--- src/rtl/uart_rx_apb_ctrl_pkg.sv ---
// Shared definitions for the UART receive-path APB controller.
//  - DATA_WIDTH         : width of a received character
//  - UART_*_ADDR        : APB byte addresses of the four registers
//  - CTRL_* / STAT_*    : bit positions inside CTRL and STATUS
//  - reg_sel_e          : decoded register select (word index paddr[3:2])
package uart_rx_apb_ctrl_pkg;

  localparam int DATA_WIDTH = 8;

  localparam logic [3:0] UART_CTRL_ADDR = 4'h0;
  localparam logic [3:0] UART_STAT_ADDR = 4'h4;
  localparam logic [3:0] UART_DATA_ADDR = 4'h8;
  localparam logic [3:0] UART_ECNT_ADDR = 4'hC;

  localparam int CTRL_RX_EN       = 0;
  localparam int CTRL_IRQ_DATA_EN = 1;
  localparam int CTRL_IRQ_ERR_EN  = 2;
  localparam int CTRL_FLUSH       = 3;

  localparam int STAT_NOT_EMPTY = 0;
  localparam int STAT_FULL      = 1;
  localparam int STAT_OVERRUN   = 2;
  localparam int STAT_RX_ERR    = 3;

  typedef enum logic [1:0] {
    REG_CTRL = UART_CTRL_ADDR[3:2],
    REG_STAT = UART_STAT_ADDR[3:2],
    REG_DATA = UART_DATA_ADDR[3:2],
    REG_ECNT = UART_ECNT_ADDR[3:2]
  } reg_sel_e;

  // Every word index of the 4-bit address space maps to a register.
  function automatic reg_sel_e decode_word(input logic [1:0] word);
    return reg_sel_e'(word);
  endfunction

endpackage

--- src/rtl/uart_rx_apb_ctrl_rx_sync_fifo.sv ---
// rx_sync_fifo: DEPTH x WIDTH synchronous FIFO with first-word-fall-through head.
//  clk, rst_n : clock, asynchronous active-low reset
//  push, din  : write request and data (accepted when not full, or when popping)
//  pop        : read request (ignored when empty)
//  flush      : empties the FIFO; a coincident push/pop is discarded
//  head       : current oldest entry (valid when empty=0)
//  count      : occupancy 0..DEPTH; full / empty flags
module rx_sync_fifo
  import uart_rx_apb_ctrl_pkg::*;
#(
  parameter int DEPTH = 8,
  parameter int WIDTH = DATA_WIDTH
) (
  input  logic                       clk,
  input  logic                       rst_n,
  input  logic                       push,
  input  logic [WIDTH-1:0]           din,
  input  logic                       pop,
  input  logic                       flush,
  output logic [WIDTH-1:0]           head,
  output logic [$clog2(DEPTH):0]     count,
  output logic                       full,
  output logic                       empty
);

  localparam int AW = $clog2(DEPTH);
  localparam int CW = AW + 1;

  logic [WIDTH-1:0] mem [DEPTH];
  logic [AW-1:0]    wr_ptr;
  logic [AW-1:0]    rd_ptr;
  logic [CW-1:0]    occ;
  logic             do_push;
  logic             do_pop;

  assign empty   = (occ == '0);
  assign full    = (occ == CW'(DEPTH));
  assign do_pop  = pop & ~empty;
  // A pop frees the slot in the same cycle, so a push into a full FIFO is
  // accepted when it coincides with a pop.
  assign do_push = push & (~full | do_pop);

  always_ff @(posedge clk or negedge rst_n) begin
    if (!rst_n) begin
      wr_ptr <= '0;
      rd_ptr <= '0;
      occ    <= '0;
    end else if (flush) begin
      wr_ptr <= '0;
      rd_ptr <= '0;
      occ    <= '0;
    end else begin
      if (do_push) wr_ptr <= wr_ptr + 1'b1;
      if (do_pop)  rd_ptr <= rd_ptr + 1'b1;
      case ({do_push, do_pop})
        2'b10:   occ <= occ + 1'b1;
        2'b01:   occ <= occ - 1'b1;
        default: occ <= occ;
      endcase
    end
  end

  // Storage carries no reset; only the pointers define validity.
  always_ff @(posedge clk) begin
    if (do_push && !flush) mem[wr_ptr] <= din;
  end

  assign head  = mem[rd_ptr];
  assign count = occ;

endmodule

--- src/rtl/uart_rx_apb_ctrl.sv ---
// uart_rx_apb_ctrl: APB3 slave controlling the UART receive path.
//  APB  : psel, penable, pwrite, paddr[3:0], pwdata[31:0] in; prdata, pready(=1), pslverr out
//  RX   : rx_data/rx_done (received byte), rx_error (error pulse) in; rx_en out
//  irq  : registered level interrupt (data available / error conditions)
// Registers: CTRL 0x0, STATUS 0x4 (W1C stickies), DATA 0x8 (read pops), ERRCNT 0xC.
module uart_rx_apb_ctrl
  import uart_rx_apb_ctrl_pkg::*;
#(
  parameter int FIFO_DEPTH = 8,
  parameter int ERRCNT_W   = 16
) (
  input  logic                  clk,
  input  logic                  rst_n,
  input  logic                  psel,
  input  logic                  penable,
  input  logic                  pwrite,
  input  logic [3:0]            paddr,
  input  logic [31:0]           pwdata,
  output logic [31:0]           prdata,
  output logic                  pready,
  output logic                  pslverr,
  input  logic [DATA_WIDTH-1:0] rx_data,
  input  logic                  rx_done,
  input  logic                  rx_error,
  output logic                  rx_en,
  output logic                  irq
);

  localparam int CW = $clog2(FIFO_DEPTH) + 1;

  reg_sel_e              sel;
  logic                  access, wr, rd;
  logic                  flush_req, fifo_pop, push_req, overrun_set, err_evt;
  logic                  clr_overrun, clr_rx_err;
  logic [2:0]            ctrl;
  logic                  overrun, rx_err;
  logic [ERRCNT_W-1:0]   errcnt;
  logic [DATA_WIDTH-1:0] fifo_head;
  logic [CW-1:0]         fifo_count;
  logic                  fifo_full, fifo_empty;
  logic                  unused_bits;

  assign sel    = decode_word(paddr[3:2]);
  assign access = psel & penable;
  assign wr     = access & pwrite;
  assign rd     = access & ~pwrite;
  assign pready = 1'b1;
  assign rx_en  = ctrl[CTRL_RX_EN];

  assign flush_req   = wr && (sel == REG_CTRL) && pwdata[CTRL_FLUSH];
  assign fifo_pop    = rd && (sel == REG_DATA) && !fifo_empty;
  assign push_req    = rx_done & rx_en;
  // A byte arriving during a flush is discarded silently, not counted as overrun.
  assign overrun_set = push_req & fifo_full & ~fifo_pop & ~flush_req;
  assign err_evt     = rx_error & rx_en;
  assign clr_overrun = wr && (sel == REG_STAT) && pwdata[STAT_OVERRUN];
  assign clr_rx_err  = wr && (sel == REG_STAT) && pwdata[STAT_RX_ERR];
  assign unused_bits = ^{pwdata[31:4], paddr[1:0]};

  rx_sync_fifo #(
    .DEPTH (FIFO_DEPTH),
    .WIDTH (DATA_WIDTH)
  ) u_fifo (
    .clk   (clk),
    .rst_n (rst_n),
    .push  (push_req & ~flush_req),
    .din   (rx_data),
    .pop   (fifo_pop),
    .flush (flush_req),
    .head  (fifo_head),
    .count (fifo_count),
    .full  (fifo_full),
    .empty (fifo_empty)
  );

  always_ff @(posedge clk or negedge rst_n) begin
    if (!rst_n) begin
      ctrl    <= '0;
      overrun <= 1'b0;
      rx_err  <= 1'b0;
      errcnt  <= '0;
      irq     <= 1'b0;
    end else begin
      if (wr && sel == REG_CTRL) ctrl <= pwdata[2:0];
      // Set events take priority over a coincident W1C.
      overrun <= overrun_set | (overrun & ~clr_overrun);
      rx_err  <= err_evt | (rx_err & ~clr_rx_err);
      if (wr && sel == REG_ECNT)
        errcnt <= err_evt ? ERRCNT_W'(1) : '0;
      else if (err_evt && errcnt != '1)
        errcnt <= errcnt + 1'b1;
      irq <= (ctrl[CTRL_IRQ_DATA_EN] & ~fifo_empty) |
             (ctrl[CTRL_IRQ_ERR_EN] & (overrun | rx_err));
    end
  end

  always_comb begin
    prdata  = '0;
    pslverr = 1'b0;
    if (access) begin
      case (sel)
        REG_CTRL: if (!pwrite) prdata = 32'(ctrl);
        REG_STAT: if (!pwrite) begin
          prdata[15:8]           = 8'(fifo_count);
          prdata[STAT_NOT_EMPTY] = ~fifo_empty;
          prdata[STAT_FULL]      = fifo_full;
          prdata[STAT_OVERRUN]   = overrun;
          prdata[STAT_RX_ERR]    = rx_err;
        end
        REG_DATA: begin
          if (pwrite)          pslverr = 1'b1;
          else if (fifo_empty) pslverr = 1'b1;
          else                 prdata  = 32'(fifo_head);
        end
        REG_ECNT: if (!pwrite) prdata = 32'(errcnt);
        default: ;
      endcase
    end
  end

endmodule
--- config.mk ---
export PLATFORM = sky130hd
export DESIGN_NAME = uart_rx_apb_ctrl
export DESIGN_NICKNAME = d
export VERILOG_FILES = /design/src/rtl/uart_rx_apb_ctrl_pkg.sv /design/src/rtl/uart_rx_apb_ctrl_rx_sync_fifo.sv /design/src/rtl/uart_rx_apb_ctrl.sv
export SDC_FILE = /design/constraint.sdc
export NUM_CORES = 1
export LEC_CHECK = 0
export ABC_AREA = 0
export CAP_MARGIN = 20
export CORE_ASPECT_RATIO = 1.25
export CORE_MARGIN = 8
export CORE_UTILIZATION = 35
export CTS_BUF_LIST = sky130_fd_sc_hd__clkbuf_4 sky130_fd_sc_hd__clkbuf_8
export DETAILED_ROUTE_END_ITERATION = 12
export HOLD_SLACK_MARGIN = 0.03
export PLACE_DENSITY = 0.55
export RECOVER_POWER = 100
export SLEW_MARGIN = 20
export SYNTH_ARGS = -nofsm -noshare
export SYNTH_HDL_FRONTEND = slang
export SYNTH_SLANG_ARGS = --single-unit
--- constraint.sdc ---
create_clock -name clk -period 6.5 [get_ports clk]
set_input_delay 1.3 -clock clk [delete_from_list [all_inputs] [get_ports clk]]
set_output_delay 1.3 -clock clk [all_outputs]
set_load 0.02 [all_outputs]
======== Word level (Yosys, flattened, before mapping) ========
Memory sizes are Yosys's and may differ from the RTL's.
Index checks and enable logic that the tools add are counted.
operators by class
  add/sub/neg operators ................... 5
  equal/unequal tests ..................... 7
  mux-type cells .......................... 26
  bitwise logic cells ..................... 27
  reductions and logical operators ........ 18
operators by type and width
  cell                                           number
  two-way mux 16 bit                             3
  one-hot mux 16 bit (3 select lines)            1
  two-way mux 32 bit                             1
  one-hot mux 8 bit (4 select lines)             1
  adder 16 x 1 -> 16 bit, second input constant  1
  two-way mux 8 bit                              2
  != test 16 bit, second input constant          1
  one-hot mux 4 bit (4 select lines)             1
  AND 1 bit                                      15
  two-way mux 3 bit                              5
  two-way mux 4 bit                              3
  one-hot mux 4 bit (3 select lines)             1
  logical AND 1 bit                              10
  one-hot mux 4 bit (2 select lines)             1
  two-way mux 1 bit                              7
  NOT 1 bit                                      7
  adder 3 x 1 -> 3 bit, second input constant    2
  == test 2 bit, second input constant           3
  nonzero test 2 bit                             3
  OR 1 bit                                       5
  adder 4 x 1 -> 4 bit, second input constant    1
  == test 2 x 1 -> 1 bit, second input constant  2
  == test 4 bit, second input constant           1
  zero test 4 bit                                1
  other kinds (4)                                5
word-level totals
  register bits after elaboration ......... 32
  memory bits (writable) .................. 64
  output and inout port bits .............. 36
  word-level logic and storage cells ...... 92
  memories kept ........................... 1
memories
  memory      words  width  read ports  clocked after Yosys merged registers in  wr ports  RTL line                             text
  u_fifo.mem  8      8      1           0                                        1         uart_rx_apb_ctrl_rx_sync_fifo.sv:29  logic [WIDTH-1:0] mem [DEPTH];

======== Longest topological paths before layout ========
  depth after elaboration ................. 10
  depth in mapped cells ................... 8
  depth with buffers taken out ............ 7

======== Hierarchy ========
A second synthesis with hierarchy kept.
unflattened totals
  cells, all modules ...................... 357
  area total of the unflattened synthesis .. 4833.4 sq um
modules (own cells, without submodules)
  module            instances  cells an instance  area each (sq um)
  rx_sync_fifo      1          170                3186.8
  uart_rx_apb_ctrl  1          187                1646.6

======== Worst setup path after synthesis ========
OpenSTA, ideal clock, no wires.
  path kind ............................... input to output
  from .................................... in paddr[3]
  to ...................................... out prdata[0]
  arrival time ............................ 2.641 ns
  data required time ...................... 5.200 ns
  path slack .............................. 2.559 ns
  stages on the path ...................... 5
  cell sequence ........................... buf_1 inv_1 mux2_2 a22oi_1 o32ai_1
on the way
  cells in the longest elaborated chain, start to end .. 3
  elaborated cells between the ends (all ways) .. 6
  classes of those cells .................. 3 x eq/ne; 2 x mux; 1 x reduce/logical
RTL lines
  item                                         RTL line                 text
  start: declaration                           uart_rx_apb_ctrl.sv:17   input logic [3:0] paddr,
  == test 2 bit, or another cell as far along  uart_rx_apb_ctrl.sv:101  case (sel)
  one-hot mux 4 bit (4 select lines) (*)       uart_rx_apb_ctrl.sv:101
  two-way mux 32 bit (*)                       uart_rx_apb_ctrl.sv:100  if (access) begin
  end: declaration                             uart_rx_apb_ctrl.sv:19   output logic [31:0] prdata,
Mark *: on every way between the ends. The rest lies on a longest branch, timed or not.

======== Worst setup path after layout ========
  from .................................... in paddr[3]
  to ...................................... out prdata[4]
on the way
  cells in the longest elaborated chain, start to end .. 3
  elaborated cells between the ends (all ways) .. 5
  classes of those cells .................. 2 x eq/ne; 2 x mux; 1 x reduce/logical
RTL lines
  item                                              RTL line
  == test 2 bit or zero test 2 bit (tied branches)  uart_rx_apb_ctrl.sv:101
  one-hot mux 4 bit (3 select lines) (*)            uart_rx_apb_ctrl.sv:101
  two-way mux 32 bit (*)                            uart_rx_apb_ctrl.sv:100
Marks and branches as above.

==> qor.csv <==
stage;metric;value;unit
power;pwr_density_cell;309;mW/mm^2
synth;netlist_instances;362;
cells_and_area;fin_util;40.8;%
power;pwr-share-comb;23.7;%
synth;syn-mean-instance-area;13.1;sq um
sta;report.final.slew_viol_count;33;
power;power.leakage;1.95;nW
outcome;violations;max-capacitance violations, max-slew violations;
synth;yosys.cell_types.count;60;
cells_and_area;drive_above_1_share;11.9;%
worst_setup_path;crit_required;5.20;ns
power;p_clk_share;26.0;%
synth;yosysTopAreaCellShare;40.5;%
worst_setup_path;crit_path_end_kind;output port;
power;ir_worst_vdd;0.165;mV
place;post-place-ws;1.35;ns
worst_setup_path;crit_type;input port to output port;
worst_setup_path;path_max_fanout;14;
cts;clock_latency;0.35;ns
sta;setup_tns;0;ns
global_route;grt_pass1_vias;3149;
sta;layout_min_cycle_time;5.43;ns
cells_and_area;diodes;0;
worst_setup_path;path_cells;dlygate4sd3_1 > and4b_1 > nand3_1 > o21ai_0 > dlygate4sd3_1;
synth;synthesis.area;0.00475;sq mm
global_route;track_usage;12.9;%
sta;fmax;184;MHz
detailed_routing;totalWireLength;11000;um
worst_setup_path;cp_common_cell;dlygate4sd3_1;
detailed_routing;vias_per_cell;5.34;
cells_and_area;nFillCells;1244;
power;seqPwrFrac;50.3;%
cells_and_area;multiInputGateArea;0.00183;sq mm
floorplanning;dieWidth;120;um
synth;yosysTopAreaCell;edfxtp_1;
global_route;antenna_found_initial;0;
synth;yosysWarningCount;0;
detailed_routing;ant_nets;0;
cts;cts_htree_levels;3;
detailed_routing;routedWlPerCell;19.2;um
synth;synthTopCellsByArea;edfxtp_1 40%, dfrtp_1 17%, mux4_2 7.6%;
sta;finalCritPeriodShare;83.5;%
floorplanning;die_y;146;um
worst_hold_path;hold_class;flip-flop to flip-flop;
sta;setup_ws;1.07;ns
floorplanning;core;0.0132;sq mm
floorplanning;dieArea;0.0176;sq mm
power;p_sw_share;30.3;%
detailed_routing;drt_pre_antenna_iters;4;
synth;ys.flop_type;edfxtp_1;
worst_setup_path;critPathMaxStageDelay;0.91;ns
detailed_routing;drc;0;
cells_and_area;area_delta_synth_final;13.8;%
cts;cts_setup_buffers;0;
place;dpl.hpwl;7590;um
detailed_routing;drt_iter0_drc;202;
cells_and_area;final_cell_count_no_fill;573;
outcome;outcome;finished with violations;
cts;cts_root_buffer;clkbuf_8;
power;p_int;0.00116;W
synth;async_flop_share;33.3;%
sta;tightestPinTransition;1.84;ns
global_route;grt_pass1_wl;17600;um
place;gp_congestion;0.820;
cts;cts_hold_buf;0;
floorplanning;fp-row-count;47;
cells_and_area;fin_nets;454;
cts;clk_pin_slew;0.09;ns
worst_setup_path;slowest_stage;dlygate4sd3_1;
flow_run;cap_violations;1;
cts;cts_tree;built;
sta;hold_viol;0;
floorplanning;pin_count;87;
synth;ys_seq_area_share;57.3;%
global_route;grt_overflow;0;
worst_setup_path;start_kind;input port;
floorplanning;initial_core_util;35.9;%
synth;synth_edf_count;64;
place;io_buffer_count;39;
global_route;grt_start_max_net_pins;33;
sta;finalClockSkew;0.00909;ns
cts;cts_made_buffers;9;
detailed_routing;vias;3062;
sta;setup_viol;0;
place;dp.cells;557;
power;p_switching;0.000506;W
cts;cts_resized;0;
cells_and_area;seqCellArea;0.00272;sq mm
cts;clock_sinks;96;
synth;yosys_register_bits;96;
sta;relSlewSlack;-22.5;%
sta;rsz0062_at_grt;no;
cts;clockBufferDepth;2;
worst_setup_path;crit_arrival;4.13;ns
cells by family after synthesis:
kind of cell / count (synthesis) / share of synthesized area [%]
compound gates: 53 / 7.25
xor+xnor: 4 / 0.738
fa+ha+maj: 6 / 1.74
buf+inv: 36 / 4.80
flops: 96 / 57.3
mux: 39 / 12.6
other cells: 2 / 0.158
simple gates: 126 / 15.4
cells in the mapped netlist (2+ instances only):
master    number
edfxtp_1      64
dfrtp_1       32
nand2_1       31
nor2_1        20
mux2i_1       18
buf_4         17
mux4_2        16
o21ai_0       14
a21oi_1       12
nand3_1       10
and2_1         9
nor3_1         9
nand2b_1       7
o31ai_1        7
clkbuf_1       6
or4_1          6
buf_2          5
ha_1           5
mux2_2         5
nand4_1        5
and3_1         4
and4_1         4
inv_1          4
buf_6          3
or3_1          3
xnor2_1        3
a211oi_1       2
a22oi_1        2
a31oi_1        2
and4_2         2
conb_1         2
nand4b_1       2
nor4_1         2
o311ai_0       2
o32ai_1        2
placed cells by master, fill, tap and decap left out, types with 3 or more instances in the layout:
master	instances
edfxtp_1	64
dfrtp_1	32
nand2_1	31
dlygate4sd3_1	29
nor2_1	20
mux2i_1	18
conb_1	17
mux4_2	16
o21ai_0	14
a21oi_1	13
nand3_1	11
clkdlybuf4s50_1	10
nor3_1	9
clkbuf_8	9
nand2b_1	7
o31ai_1	7
nand4_1	6
or4_1	6
and2_1	5
mux2_2	5
ha_1	5
inv_1	4
and4_1	4
and3_1	4
and2_0	4
or3_1	3
xnor2_1	3
sequential cells by signal (all words and copies together) (netlist names):
name           cells
u_fifo.mem        64
irq                1
rx_err             1
u_fifo.wr_ptr      3
u_fifo.count       4
overrun            1
errcnt            16
ctrl               3
u_fifo.rd_ptr      3
power by group through the flow:
stage | Combinational (W) | Clock (W) | Sequential, W
6_report | 0.000395 | 0.000433 | 0.000840
5_1_grt | 0.000440 | 0.000468 | 0.000857
3_3_place_gp | 0.000399 | 0 | 0.000856
3_5_place_dp | 0.000406 | 0 | 0.000861
2_1_floorplan | 0.000337 | 0 | 0.000802
4_1_cts | 0.000408 | 0.000444 | 0.000848
metal layers:
metal | global-route usage [%] | vias up | share of wire, %
li1 | - | 1430 | -
met1 | 15.9 | 1551 | 44
met2 | 21.8 | 70 | 50
met3 | 2.43 | 11 | 4.4
met4 | 4.95 | 0 | 1.4
met5 | 0 | - | 0
worst max-delay path, delay by kind of cell:
kind	cells	cell delay [ns]
AO/OA/AOI/OAI	1	0.41
buffers and inverters	2	1.64
AND/OR/NAND/NOR	2	0.77
through the flow:
step	cell area (sq um)	total power [W]	hold WS, ns
detailed placement	5220	0.00127	0.507
finish	5400	0.00167	0.523
CTS	5440	0.00170	0.529
global placement	5220	0.00125	0.507
floorplan	4800	0.00114	0.465
global route	5400	0.00176	0.563
path summary, 6_finish.rpt:
check                                       startpoint  depth (start not counted)  slack (ns)                            to
max in group asynchronous                        rst_n                          2        3.47         errcnt[2]$_DFFE_PN0P_
min reg2reg                          overrun$_DFF_PN0_                          1        0.52             overrun$_DFF_PN0_
max                                           paddr[3]                          5        1.07                     prdata[4]
min                                  overrun$_DFF_PN0_                          1        0.52             overrun$_DFF_PN0_
max reg2reg                u_fifo.count[0]$_DFFE_PN0P_                          4        3.43    u_fifo.mem[1][2]$_DFFE_PP_
min in group asynchronous                        rst_n                          2        1.97  u_fifo.wr_ptr[2]$_DFFE_PN0P_
area by class of cell:
type | count | area share (%)
multi-input combinational | 245 | 33.9
clock inverter | 5 | 1.50
clock buffer | 11 | 2.57
sequential | 96 | 50.4
tap | 171 | 3.96
inverter | 4 | 0.278
timing repair buffer | 41 | 7.43
No activity file was read; power rests on OpenSTA's default activity.
